### src/rtl/crc16_frame_arb.sv
// rtl/crc16_frame_arb.sv - two-requester frame arbiter appending a CRC-16 (0x8005) trailer
module crc16_frame_arb (
  input  logic        clk,
  input  logic        rst_n,
  input  logic [7:0]  req0_data,
  input  logic        req0_valid,
  input  logic        req0_last,
  output logic        req0_ready,
  input  logic [7:0]  req1_data,
  input  logic        req1_valid,
  input  logic        req1_last,
  output logic        req1_ready,
  output logic [7:0]  out_data,
  output logic        out_valid,
  output logic        out_last,
  input  logic        out_ready,
  output logic        out_src,
  output logic [15:0] crc,
  output logic        crc_done,
  output logic        busy
);

  typedef enum logic [1:0] {IDLE, PASS, CRC_HI, CRC_LO} state_t;

  state_t      state_q, state_d;
  logic        gnt_q, gnt_d;
  logic        last_q, last_d;
  logic [15:0] wcrc_q, wcrc_d;
  logic [15:0] crc_q, crc_d;
  logic        crc_done_q, crc_done_d;

  logic [7:0]  sel_data;
  logic        sel_valid;
  logic        sel_last;

  // MSB-first, unreflected, one full byte per call
  function automatic logic [15:0] crc16_byte(input logic [15:0] c, input logic [7:0] d);
    logic [15:0] r;
    r = c;
    for (int i = 7; i >= 0; i--) begin
      if (r[15] ^ d[i]) r = {r[14:0], 1'b0} ^ 16'h8005;
      else              r = {r[14:0], 1'b0};
    end
    return r;
  endfunction

  assign sel_data  = gnt_q ? req1_data  : req0_data;
  assign sel_valid = gnt_q ? req1_valid : req0_valid;
  assign sel_last  = gnt_q ? req1_last  : req0_last;

  always_comb begin
    state_d    = state_q;
    gnt_d      = gnt_q;
    last_d     = last_q;
    wcrc_d     = wcrc_q;
    crc_d      = crc_q;
    crc_done_d = 1'b0;
    out_data   = 8'h00;
    out_valid  = 1'b0;
    out_last   = 1'b0;
    req0_ready = 1'b0;
    req1_ready = 1'b0;
    case (state_q)
      IDLE: begin
        if (req0_valid || req1_valid) begin
          // on a tie, the requester that did not finish the previous frame wins
          gnt_d   = (req0_valid && req1_valid) ? ~last_q : req1_valid;
          wcrc_d  = 16'h0000;
          state_d = PASS;
        end
      end
      PASS: begin
        out_data   = sel_data;
        out_valid  = sel_valid;
        req0_ready = ~gnt_q & out_ready;
        req1_ready =  gnt_q & out_ready;
        if (sel_valid && out_ready) begin
          wcrc_d = crc16_byte(wcrc_q, sel_data);
          if (sel_last) state_d = CRC_HI;
        end
      end
      CRC_HI: begin
        out_data  = wcrc_q[15:8];
        out_valid = 1'b1;
        if (out_ready) state_d = CRC_LO;
      end
      CRC_LO: begin
        out_data  = wcrc_q[7:0];
        out_valid = 1'b1;
        out_last  = 1'b1;
        if (out_ready) begin
          crc_d      = wcrc_q;
          crc_done_d = 1'b1;
          last_d     = gnt_q;
          state_d    = IDLE;
        end
      end
      default: state_d = IDLE;
    endcase
  end

  always_ff @(posedge clk or negedge rst_n) begin
    if (!rst_n) begin
      state_q    <= IDLE;
      gnt_q      <= 1'b0;
      last_q     <= 1'b1;
      wcrc_q     <= 16'h0000;
      crc_q      <= 16'h0000;
      crc_done_q <= 1'b0;
    end else begin
      state_q    <= state_d;
      gnt_q      <= gnt_d;
      last_q     <= last_d;
      wcrc_q     <= wcrc_d;
      crc_q      <= crc_d;
      crc_done_q <= crc_done_d;
    end
  end

  assign out_src  = gnt_q;
  assign crc      = crc_q;
  assign crc_done = crc_done_q;
  assign busy     = (state_q != IDLE);

endmodule

### config.mk
export PLATFORM = sky130hd
export DESIGN_NAME = crc16_frame_arb
export DESIGN_NICKNAME = d
export VERILOG_FILES = /design/src/rtl/crc16_frame_arb.sv
export SDC_FILE = /design/constraint.sdc
export NUM_CORES = 1
export LEC_CHECK = 0
export ABC_CLOCK_PERIOD_IN_PS = 4560
export CAP_MARGIN = 0
export CORE_ASPECT_RATIO = 1.1
export CORE_MARGIN = 10
export CORE_UTILIZATION = 45
export DETAILED_ROUTE_END_ITERATION = 16
export MAX_ROUTING_LAYER = met4
export PLACE_DENSITY = 0.75
export SLEW_MARGIN = 25
export SYNTH_ARGS = -nofsm -noshare
export SYNTH_HDL_FRONTEND = slang
export SYNTH_SLANG_ARGS = --single-unit
export TNS_END_PERCENT = 1
### constraint.sdc
create_clock -name clk -period 4.56 [get_ports clk]
set_input_delay 0.684 -clock clk [delete_from_list [all_inputs] [get_ports clk]]
set_output_delay 0.684 -clock clk [all_outputs]
set_load 0.03 [all_outputs]
After elaboration in Yosys (flattened, before gate mapping)
Index checks and enable logic that the tools add are counted.
{"block": "word_totals", "reg_bits": 37, "in_bits": 23}
{"block": "op_classes", "n_eq_ne": 8, "n_mux": 42, "n_bitwise": 20, "n_reduce_logical": 11}
{"cell": "2-to-1 mux 16 bit", "count": 24}
{"cell": "case mux 16 bit (2 select lines)", "count": 1}
{"cell": "NOT 3 bit", "count": 8}
{"cell": "case mux 8 bit (3 select lines)", "count": 1}
{"cell": "2-to-1 mux 2 bit", "count": 5}
{"cell": "inequality test 2 bit (second input constant)", "count": 5}
{"cell": "2-to-1 mux 1 bit", "count": 8}
{"cell": "2-to-1 mux 8 bit", "count": 1}
{"cell": "case mux 2 bit (4 select lines)", "count": 1}
{"cell": "bitwise XOR 1 bit", "count": 8}
{"cell": "AND reduction 5 bit", "count": 1}
{"cell": "equality test 2 bit (second input constant)", "count": 2}
{"cell": "AND reduction 2 bit", "count": 2}
{"cell": "nonzero test 2 bit", "count": 2}
{"cell": "AND reduction 3 bit", "count": 1}
{"cell": "bitwise AND 1 bit", "count": 2}
{"cell": "equality test 2 x 1 -> 1 bit (second input constant)", "count": 1}
{"cell": "logical AND 1 bit", "count": 2}
{"cell": "zero test 2 bit", "count": 1}
{"cell": "NOT 1 bit", "count": 2}
{"cell": "case mux 1 bit (2 select lines)", "count": 1}
{"cell": "OR reduction 2 bit", "count": 1}
{"cell": "logical OR 1 bit", "count": 1}

Logic depth before layout (Yosys ltp)
{"block": "depth", "depth_word": 33, "ltp_mapped": 9, "mapped_depth_nobuf": 8}

Worst setup path after synthesis
No wires, ideal clock.
{"block": "synth_timing", "path_kind": "register -> output", "start": "reg gnt_q (netlist: out_src)", "end": "out out_data[0]", "arrival_ns": 1.711, "path_slack_ns": 2.165, "stages_incl_launch_ff": 6, "path_cell_list": "dfrtp_1 > buf_6 > buf_2 > mux2_2 > a222oi_1 > nor2_1"}
{"block": "synth_between", "elab_chain_cells": 2}
{"item": "start, declared", "line": "26", "source": "logic gnt_q, gnt_d;"}
{"item": "start signal, assigned", "line": "112", "source": "gnt_q <= gnt_d;"}
{"item": "2-to-1 mux 8 bit", "line": "47", "source": "assign sel_data = gnt_q ? req1_data : req0_data;"}
{"item": "case mux 8 bit (3 select lines)", "line": "63", "source": "case (state_q)"}
{"item": "end, declared", "line": "13", "source": "output logic [7:0] out_data,"}
No other way between the ends.

Final worst setup path
Same ends and word-level chain as after synthesis.

==> reports/results.tsv <==
metric	value	unit
status	complete, no violations	
grt_use_met1	0.153	
final_nets	248	
grt_pass1_vias	1500	
die-area	7410	sq um
fp-row-count	25	
grt_util_all_layers	0.130	
slowest_delay	0.82	ns
grt-ovfl-total	0	
postCtsSetupRepairBufs	0	
die_h	89.3	um
path_clk_slew	0.07	ns
dr.pass1.iters	5	
io_pins	54	
dp_hpwl	3420	um
viasPerCell	5.24	
wl_per_cell	16.5	um
ctsResizeCount	0	
grt_util_met3	0.0310	
drcViolationCount	0	
critical-path-top-delay-family	flip-flops	
maxClockFrequency	306	MHz
required	3.88	ns
synth_top_family_by_area	multiplexers	
peakVddDrop	0.000488	V
drive_gt1_frac	0.153	
drv_slew	0	
synth_top_area_share	0.459	
antennaDiodeCount	0	
area_growth	32.6	%
finalCriticalPeriod	3.27	ns
rsz0062_at_grt	no	
port_buffers	53	
wl	4570	um
synthSimpleGateAreaFrac	0.0688	
final.setup_skew	0.00455	ns
synth_seq_cells	37	
cap_violations	0	
layout_common_cells	clkdlybuf4s50_1, dfrtp_1, mux2_2	
grt_pass1_wl	7670	um
grt_max_degree	38	
leakage	1.19	nW
relSlewSlack	0.475	
tns	0	ns
fin_crit_sh	0.716	
cp-end-kind	primary output	
place_congestion	0.834	
grt-busiest-layer	met2	
die_x	83.0	um
clock-root-buffer	clkbuf_8	
hold_viol	0	
antenna_found_initial	0	
cts_buffer_depth	2	
syn_inst	170	
crit_arrival	2.58	ns
numCtsBuffers	5	
clock_sinks	37	
ys_types	29	
startpoint_type	register	
synthMuxAreaShare	0.162	
power_per_cell_area	780	nW/um^2
synth_warnings	0	
synth_compound_gate_area_share	0.118	
synth_ff_type	dfrtp_1	
synth_top_cell_by_area	dfrtp_1	
async_reset_ff_frac	1.00	
postCtsHoldBufs	0	
finish.utilization	0.612	
final_antenna_net_count	0	
power	2.03	mW
slowest_stage	dfrtp_1	
min_path_type	in -> async	
core	4250	sq um
clk_latency	0.29	ns
seq_area_frac_synth	0.472	
grtUsageMet2	0.215	
drt_iter0_drc	128	
final_common_cell	clkdlybuf4s50_1	
synth_area	1960	sq um
synth_xor_area_frac	0.118	
ys_top_cells_by_area	dfrtp_1, mux2_2, a222oi_1	
vias	1446	
cp_max_fo	18	
avgSynthCellArea	11.6	sq um
cts_tree	done	
worst_pin_slew	0.788	ns
synth_edf_count	0	
htree_levels	2	
path_class	reg -> out	
synth_fa_ha_area_frac	0.0255	
worstPathCellList	mux2_2, a222oi_1, nor2_1, clkdlybuf4s50_1	
path_buf_inv	1	
synth_nets	197	
setup_viol	0	
start_util	0.462	
-- power breakdown --
| part | total (mW) | internal (mW) | switching [mW] |
|---|---|---|---|
| combinational | 1.25 | 0.595 | 0.652 |
| clock | 0.234 | 0.123 | 0.111 |
| sequential | 0.550 | 0.438 | 0.112 |
| total | 2.03 | 1.16 | 0.875 |
-- registers in the layout, indices dropped and copies added (netlist names) --
| name | cells |
|---|---|
| crc | 16 |
| crc_done | 1 |
| last_q | 1 |
| out_src | 1 |
| state_q | 2 |
| wcrc_q | 16 |
-- per-stage QoR --
stage	setup WS [ns]	hold WS, ns	instances	instance area (sq um)
floorplan	2.16	0.388	170	1960
global placement	1.46	0.487	268	2510
detailed placement	1.45	0.493	268	2510
CTS	1.25	0.508	276	2610
global route	1.19	0.523	276	2610
finish	1.29	0.470	276	2610
-- worst paths after layout --
check                         from          end  slack, ns  cells past startpoint
setup / recovery           out_src  out_data[0]       1.29                      4
hold / removal               rst_n       crc[0]       0.47                      1
setup reg to reg           out_src   wcrc_q[15]       1.89                      6
hold reg to reg             crc[3]       crc[3]       0.50                      1
max in group asynchronous    rst_n   state_q[0]       3.59                      1
min in group clk            crc[3]       crc[3]       0.50                      1
-- final cells by class --
type,count,area [sq um]
repair buffers,53,526
well taps,54,67.6
inverters,7,26.3
multi-input cells,117,968
fillers,387,1650
flip-flops and latches,37,927
clock buffers,8,90.1
-- layer usage --
metal	routed length, um	up-vias
met2	2220	43
met3	215	9
li1	-	698
met4	73	0
met5	0	-
met1	2060	696
-- cells in the mapped netlist, types with 2 or more instances --
library cell / number
o21ai_0: 9
ha_1: 4
xor2_2: 2
nor2_1: 14
xnor3_1: 2
nand3_1: 2
mux2_4: 4
a222oi_1: 8
dfrtp_1: 36
xnor2_1: 8
o21ai_1: 3
a21oi_1: 3
clkbuf_1: 7
inv_1: 7
xor2_1: 7
nand2_1: 16
a22o_1: 6
mux2_1: 2
mux2_2: 20
-- worst reg2reg max path, delay by kind of cell, from the launching register on --
family	cells	cell delay [ns]
multiplexers	1	0.38
flip-flops	1	0.82
XOR/XNOR	4	1.18
AO/OA/AOI/OAI	1	0.18
-- logic make-up after synthesis --
| family | count (synthesis) |
|---|---|
| DFF | 37 |
| and+or+nand+nor | 34 |
| AOI/OAI and AO/OA | 32 |
| muxes | 27 |
| xor gates and xnor gates | 20 |
| buffers and inverters | 16 |
| adders and majority gates | 4 |
Note: power is estimated with default switching activity, not from simulation.
